[config.mk]
export PLATFORM = sky130hd
export DESIGN_NAME = bus_slot_scheduler
export DESIGN_NICKNAME = d
export VERILOG_FILES = /design/src/rtl/bus_pkg.sv /design/src/rtl/pi_handshake.sv /design/src/rtl/bus_slot_scheduler.sv
export SDC_FILE = /design/constraint.sdc
export NUM_CORES = 1
export LEC_CHECK = 0
export CORE_MARGIN = 5
export CORE_UTILIZATION = 42
export CTS_CLUSTER_DIAMETER = 200
export CTS_CLUSTER_SIZE = 8
export DETAILED_ROUTE_END_ITERATION = 7
export PLACE_DENSITY = 0.73
export SYNTH_ARGS = -nofsm -noshare
export SYNTH_HDL_FRONTEND = slang
export SYNTH_HIERARCHICAL = 1
export SYNTH_SLANG_ARGS = --single-unit
export TNS_END_PERCENT = 1
[constraint.sdc]
create_clock -name clk16 -period 1.5 [get_ports clk16]
set_input_delay 0.225 -clock clk16 [delete_from_list [all_inputs] [get_ports clk16]]
set_output_delay 0.225 -clock clk16 [all_outputs]
set_load 0.005 [all_outputs]
[src/rtl/bus_pkg.sv]
// Frame layout, Pi handshake states and output bundle shared by the bus slot scheduler.
// One frame is 16 clk16 cycles: Pi slot, video fetch slot, then the CPU slot.
package bus_pkg;

    localparam int unsigned FRAME_LEN = 16;
    localparam logic [3:0]  FRAME_LAST = 4'(FRAME_LEN - 1);

    localparam logic [3:0] PI_SLOT_FIRST   = 4'd0;
    localparam logic [3:0] PI_SLOT_LAST    = 4'd3;
    localparam logic [3:0] PI_STROBE_FIRST = 4'd1;
    localparam logic [3:0] PI_STROBE_LAST  = 4'd2;
    localparam logic [3:0] VID_SLOT_FIRST  = 4'd4;
    localparam logic [3:0] VID_SLOT_LAST   = 4'd7;
    localparam logic [3:0] VID_RAM_STROBE  = 4'd5;
    localparam logic [3:0] VID_ROM_STROBE  = 4'd7;
    localparam logic [3:0] CPU_SLOT_FIRST  = 4'd8;

    typedef enum logic [1:0] {
        StIdle,
        StGrant,
        StDone
    } pi_state_e;

    typedef struct packed {
        logic phi2;
        logic cpu_be;
        logic video_select;
        logic video_ram_strobe;
        logic video_rom_strobe;
        logic pi_select;
        logic pi_read;
        logic pi_write;
    } slot_out_t;

    function automatic logic in_slot(logic [3:0] pos, logic [3:0] first, logic [3:0] last);
        return (pos >= first) && (pos <= last);
    endfunction

endpackage

[src/rtl/pi_handshake.sv]
// RPi four-phase handshake: synchronises pi_pending and grants one Pi slot per request.
// A new grant is only possible once the request has been seen low again after done.
module pi_handshake
    import bus_pkg::*;
(
    input  logic clk_i,
    input  logic rst_ni,
    input  logic pi_pending_i,
    input  logic pi_rw_b_i,
    input  logic frame_end_i,
    input  logic pi_slot_end_i,
    output logic pi_granted_o,
    output logic pi_rw_q_o,
    output logic pi_done_o
);

    logic [1:0] sync_q;
    logic       pend_s;
    pi_state_e  state_q, state_d;
    logic       pi_rw_q, pi_rw_d;
    logic       done_q;

    assign pend_s = sync_q[1];

    always_ff @(posedge clk_i or negedge rst_ni) begin
        if (!rst_ni) begin
            sync_q  <= 2'b00;
            state_q <= StIdle;
            pi_rw_q <= 1'b1;
            done_q  <= 1'b0;
        end else begin
            sync_q  <= {sync_q[0], pi_pending_i};
            state_q <= state_d;
            pi_rw_q <= pi_rw_d;
            done_q  <= (state_d == StDone);
        end
    end

    always_comb begin
        state_d = state_q;
        pi_rw_d = pi_rw_q;
        unique case (state_q)
            StIdle: begin
                if (frame_end_i && pend_s) begin
                    state_d = StGrant;
                    pi_rw_d = pi_rw_b_i;
                end
            end
            StGrant: begin
                if (pi_slot_end_i) begin
                    state_d = StDone;
                end
            end
            StDone: begin
                if (!pend_s) begin
                    state_d = StIdle;
                end
            end
            default: state_d = StIdle;
        endcase
    end

    // Next-state grant, so the top can register its Pi outputs for the coming count.
    assign pi_granted_o = (state_d == StGrant);
    assign pi_rw_q_o    = pi_rw_q;
    assign pi_done_o    = done_q;

endmodule

[src/rtl/bus_slot_scheduler.sv]
// Fixed-frame time-division scheduler for the shared RAM/address/data bus (16 MHz, 1 us frame).
// Outputs are registered from the next count so they align with slot_count and are glitch-free.
module bus_slot_scheduler
    import bus_pkg::*;
#(
    parameter int unsigned PHI2_START = 12
) (
    input  logic       clk16,
    input  logic       reset_b,
    input  logic       bus_rw_b,
    input  logic       video_enable,
    input  logic       pi_pending,
    input  logic       pi_rw_b,
    output logic [3:0] slot_count,
    output logic       clk8,
    output logic       phi2,
    output logic       cpu_be,
    output logic       cpu_read,
    output logic       cpu_write,
    output logic       video_select,
    output logic       video_ram_strobe,
    output logic       video_rom_strobe,
    output logic       pi_select,
    output logic       pi_read,
    output logic       pi_write,
    output logic       pi_done
);

    localparam logic [3:0] Phi2First = 4'(PHI2_START);

    logic [3:0] count_q, count_d;
    logic       vid_en_q, vid_en_d;
    slot_out_t  out_q, out_d;
    logic       pi_granted;
    logic       pi_rw_q;

    pi_handshake u_pi_handshake (
        .clk_i         (clk16),
        .rst_ni        (reset_b),
        .pi_pending_i  (pi_pending),
        .pi_rw_b_i     (pi_rw_b),
        .frame_end_i   (count_q == FRAME_LAST),
        .pi_slot_end_i (count_q == PI_SLOT_LAST),
        .pi_granted_o  (pi_granted),
        .pi_rw_q_o     (pi_rw_q),
        .pi_done_o     (pi_done)
    );

    always_ff @(posedge clk16 or negedge reset_b) begin
        if (!reset_b) begin
            count_q  <= 4'd0;
            vid_en_q <= 1'b0;
            out_q    <= '0;
        end else begin
            count_q  <= count_d;
            vid_en_q <= vid_en_d;
            out_q    <= out_d;
        end
    end

    always_comb begin
        count_d = count_q + 4'd1;
        // video_enable is sampled on the edge that enters the video slot and held for it.
        vid_en_d = (count_d == VID_SLOT_FIRST) ? video_enable : vid_en_q;

        out_d                  = '0;
        out_d.phi2             = (count_d >= Phi2First);
        out_d.cpu_be           = (count_d >= CPU_SLOT_FIRST);
        out_d.video_select     = in_slot(count_d, VID_SLOT_FIRST, VID_SLOT_LAST) && vid_en_d;
        out_d.video_ram_strobe = (count_d == VID_RAM_STROBE) && vid_en_d;
        out_d.video_rom_strobe = (count_d == VID_ROM_STROBE) && vid_en_d;
        out_d.pi_select        = in_slot(count_d, PI_SLOT_FIRST, PI_SLOT_LAST) && pi_granted;
        out_d.pi_read  = in_slot(count_d, PI_STROBE_FIRST, PI_STROBE_LAST) && pi_granted && pi_rw_q;
        out_d.pi_write = in_slot(count_d, PI_STROBE_FIRST, PI_STROBE_LAST) && pi_granted && !pi_rw_q;
    end

    assign slot_count       = count_q;
    assign clk8             = count_q[0];
    assign phi2             = out_q.phi2;
    assign cpu_be           = out_q.cpu_be;
    assign cpu_read         = bus_rw_b && out_q.phi2;
    assign cpu_write        = !bus_rw_b && out_q.phi2;
    assign video_select     = out_q.video_select;
    assign video_ram_strobe = out_q.video_ram_strobe;
    assign video_rom_strobe = out_q.video_rom_strobe;
    assign pi_select        = out_q.pi_select;
    assign pi_read          = out_q.pi_read;
    assign pi_write         = out_q.pi_write;

endmodule
=== After elaboration in Yosys (flattened, before gate mapping) ===
Cells that the tools add are included.

* Eq/ne operators: 9
* Reductions and logical operators: 17
* $lt $le $gt $ge: 8
* Mux-type cells: 5
* Add/subtract/negate cells: 1

{| class="wikitable"
|+ Operators with widths
! cell !! count
|-
| $logic_and A1 B1 Y1 || 13
|-
| $eq A4 B3 Y1 const B || 3
|-
| $ge A4 B1 Y1 const B || 2
|-
| $ge A4 B4 Y1 const B || 2
|-
| $le A4 B2 Y1 const B || 2
|-
| $mux W2 || 3
|-
| $pmux W2 S3 || 1
|-
| $add A4 B1 Y4 const B || 1
|-
| $eq A2 B1 Y1 const B || 2
|-
| $eq A2 B2 Y1 const B || 2
|-
| $eq A4 B2 Y1 const B || 1
|-
| $eq A4 B4 Y1 const B || 1
|-
| $ge A4 B3 Y1 const B || 1
|-
| $le A4 B3 Y1 const B || 1
|-
| $logic_not A1 Y1 || 2
|-
| $logic_not A2 Y1 || 1
|-
| $reduce_and A2 Y1 || 1
|-
| $mux W1 || 1
|}

* Logic and storage cells: 54
* Input port bits: 6
* Flip-flop bits (word level): 19
* Output and inout bits: 16

=== Logic depth before layout (Yosys ltp) ===
* Word-level depth: 7
* Gate-level depth with buffers: 5
* Gate-level depth less buffers: 5

=== Modules after synthesis ===
The synthesis kept the hierarchy.

{| class="wikitable"
|+ By module, submodules not included
! module !! cells each !! seq. area each (µm²) !! times used !! area each (µm²)
|-
| bus_slot_scheduler || 47 || 325.3 || 1 || 615.6
|-
| pi_handshake || 16 || 151.4 || 1 || 225.2
|}

=== Worst setup path after synthesis ===
OpenSTA, ideal clock, no wires.

* Kind: register to register
* Start point: reg count_q[1], in the netlist slot_count[1]
* End point: reg out_q (netlist bit pi_write)
* Path slack: -65 ps
* Cell stages (with the launch flop): 6
* Arrival time: 1497 ps
* Clock period less this slack: 1565 ps
* Path buffers: 0
* Data required time: 1432 ps
* Setup time: 68 ps
* Cells stage by stage: dfrtp_1 ha_1 nor3b_2 or2b_1 a21oi_1 and4b_1

{| class="wikitable"
|+ RTL lines
! item !! line !! source
|-
| from (decl) || bus_slot_scheduler.sv:31 || <nowiki>logic [3:0] count_q, count_d;</nowiki>
|-
| from (signal assigned) || bus_slot_scheduler.sv:55 || <nowiki>count_q <= count_d;</nowiki>
|-
| to (signal assigned) || bus_slot_scheduler.sv:57 || <nowiki>out_q <= out_d;</nowiki>
|-
| to (decl) || bus_slot_scheduler.sv:33 || <nowiki>slot_out_t out_q, out_d;</nowiki>
|}

==> summary.md <==
| Metric | Value |
|---|---|
| Root buffer cell | `clkbuf_4` |
| Routed wire length | `1480 µm` |
| RD Place Congestion | `0.777` |
| Clock latency at the later pin of the worst-skew pair | `about 290 ps` |
| Post-synth ARST share | `100%` |
| Worst path bufs/invs | `1` |
| Combinational fraction of design power | `6.3%` |
| Fmax | `~670 MHz` |
| Worst Reg2Reg Path Length in Cells | `6` |
| Part of the power in registers | `64.4%` |
| WP data required | `1730 ps` |
| Drt pass-1 iters | `4` |
| Critical Path Fanout Max | `6` |
| Htree depth | `1` |
| Slew @ Worst Pin | `around 230 ps` |
| Slew Limit Fails | `0` |
| Final net count | `around 110` |
| Vias in the first global route | `568` |
| Synthesized area | `approximately 840 µm²` |
| Post-Route Skew | `2.82 ps` |
| Fin. Hold Viols | `0` |
| EDFF count, synth | `0` |
| Commonest non-fill, non-tap cells in the layout | `dfrtp_1 (16), clkdlybuf4s50_1 (15), buf_4 (10), dlygate4sd2_1 (5), and2_1 (4)` |
| Switch Pwr | `164 µW` |
| Syn avg cell area | `13.3 µm²` |
| Antenna-violating nets left | `0` |
| Post-synthesis sequential area ratio | `56.7%` |
| Layout cell share with drive strength beyond 1 | `34.0%` |
| Synth-to-layout area growth | `43.5%` |
| TritonCTS Buffers | `3` |
| Violated checks | `negative setup slack` |
| Top_reg_cell synth | `dfrtp_1` |
| Crit. path cell count | `6` |
| Worst path top cell family by delay | `simple AND/OR/NAND/NOR gates` |
| Site Rows | `16` |
| Die ar. | `roughly 0.003 mm²` |
| Placed cell count | `112` |
| CP Cell Sequence | `buf_6 -> ha_4 -> nor3b_4 -> or2b_1 -> a21oi_2 -> and4b_1` |
| Most area-consuming cells after synthesis | `dfrtp_1 (54%), ha_1 (4.5%), mux2_4 (3.6%)` |
| Initial Utilization | `43.3%` |
| Yosys Warn Count | `6` |
| Part of the power in the clock network | `29.4%` |
| Post-synthesis cell type count | `32` |
| Die height | `54.7 µm` |
| Largest net degree at the start of global routing | `20` |
| PD cells | `686 mW/mm²` |
| Final Critical Period | `1500 ps` |
| CTS max path bufs | `2` |
| # IOs | `22` |
| Final WS setup | `-0.401 ps` |
| Leading area contributor after synthesis | `dfrtp_1` |
| Core Area | `0.00194 mm²` |
| Net Sw Frac | `19.8%` |
| Port Buffer Count | `21` |
| WHS | `272 ps` |
| Die width | `around 55 µm` |
| Final core utilization | `62.1%` |
| Critical Path End Type | `flip-flop` |
| Syn nets | `72` |
| DP HPWL | `approximately 1000 µm` |
| Hold WC Path Type | `in2async` |
| N_diodes | `0` |
| Max_cap viols | `0` |
| DR vias | `roughly 580` |
| Int Pwr | `664 µW` |
| DRT iter0 DRCs | `3` |
| Worst setup SP type | `flip-flop` |
| Status | `finished, violations left` |
| Via density | `4.65` |
| Final Non-Filler Cells | `124` |
| Clk pin slew, worst setup/hold paths | `100 ps` |
| DRC viols | `0` |
| GRT Total Usage | `11.8%` |
| DR WL/cell | `11.9 µm` |
| Final setup viols | `1` |
| Post-Synthesis Cells | `63` |
| Critical path type | `reg2reg` |
| Setup_tns | `-0.401 ps` |
| Crit path DAT | `1730 ps` |
| Leakage | `0.000557 µW` |
| Relative slew slack | `84.9%` |
| Grt ovf | `0` |
| CTS Sinks | `19` |
| Worst path max stage delay | `400 ps` |
| Tcrit/Tclk final | `100%` |
| Post-CTS Hold Fix Bufs | `0` |
| Initial antenna violation count | `0` |
| CTS tree | `built` |
| Flops & latches, synth | `19` |
| Commonest non-fill, non-tap cell in the layout | `dfrtp_1` |
| CP max stage cell | `dfrtp_1` |
| Peak VDD IR | `632 µV` |
| RSZ-0062 raised after global routing | `true` |
| First-pass GRT wire length | `2420 µm` |
| Synth top area share | `53.6%` |
-- kinds of logic (layout without fill, tap and decap cells) --
family                   count (synthesis)  after routing  share of synthesized area (%)
adder cells (fa/ha/maj)                  3              3                           4.46
AO/OA/AOI/OAI                            9              9                           7.29
AND/OR/NAND/NOR                         20             20                           18.2
XOR/XNOR                                 3              3                           4.02
multiplexers                             3              3                           4.91
flip-flops                              19             19                           56.7
buffers and inverters                    6             40                           4.46
-- repair_timing --
item                                    CTS  global route
endpoints found under the setup margin    7             5
gates cloned                              0             0
hold endpoints to repair                  0             0
pin swaps                                 0             2
gates resized for setup                  12             3
buffers inserted                          3             5
-- layout make-up --
type | count | area (µm²)
Fill cell | 168 | 736
Sequential cell | 19 | 479
Multi-Input combinational cell | 38 | 354
Timing Repair Buffer | 33 | 302
Tap cell | 27 | 33.8
Clock buffer | 4 | 26.3
Inverter | 3 | 11.3
-- final timing paths --
check | slack [ps] | from | to
max | -0.4 | slot_count[1]$_DFF_PN0_ | pi_write$_DFF_PN0_
min | 270 | reset_b | video_select$_DFF_PN0_
max reg2reg | -0.4 | slot_count[1]$_DFF_PN0_ | pi_write$_DFF_PN0_
min in group clk16 | 360 | u_pi_handshake/sync_q[0]$_DFF_PN0_ | u_pi_handshake/sync_q[1]$_DFF_PN0_
max in group asynchronous | 970 | reset_b | u_pi_handshake/pi_rw_q_o$_DFFE_PN1P_
min reg2reg | 360 | u_pi_handshake/sync_q[0]$_DFF_PN0_ | u_pi_handshake/sync_q[1]$_DFF_PN0_
-- synthesized netlist by cell type (2+ instances only) --
| cell | count |
|---|---|
| a21oi_1 | 3 |
| and2_1 | 4 |
| dfrtp_1 | 18 |
| buf_4 | 2 |
| ha_1 | 3 |
| mux2_4 | 2 |
| nand3b_1 | 3 |
| o21ai_0 | 2 |
| inv_1 | 3 |
-- stage by stage --
stage	area [µm²]	power, µW	worst slack, ps
floorplan	853	558	18.0
global placement	1100	594	-25.5
detailed placement	1100	596	-38.6
CTS	1160	841	-25.7
global route	1210	881	-73.1
finish	1210	828	-0.401
-- flip-flops by register name (all words and copies together) (netlist names) --
signal                    cells
slot_count                    4
u_pi_handshake/state_q        2
u_pi_handshake/sync_q         2
cpu_be                        1
phi2                          1
pi_read                       1
pi_select                     1
pi_write                      1
u_pi_handshake/pi_done_o      1
u_pi_handshake/pi_rw_q_o      1
vid_en_q                      1
video_ram_strobe              1
video_rom_strobe              1
video_select                  1
-- per-layer routing --
metal	track usage (%)	share of wire [%]
met1	13.7	44
met2	18.9	49
met3	3.27	5.8
met4	7.47	0.68
met5	0	0
-- power by group through the flow --
stage | Clock (µW) | Combinational [µW] | Sequential [µW]
finish | 243 | 51.8 | 533
CTS | 255 | 53.0 | 533
floorplan | 0 | 15.1 | 543
global placement | 0 | 51.7 | 543
global route | 288 | 57.7 | 535
detailed placement | 0 | 52.4 | 543
Note: power is estimated with default switching activity, not from simulation.
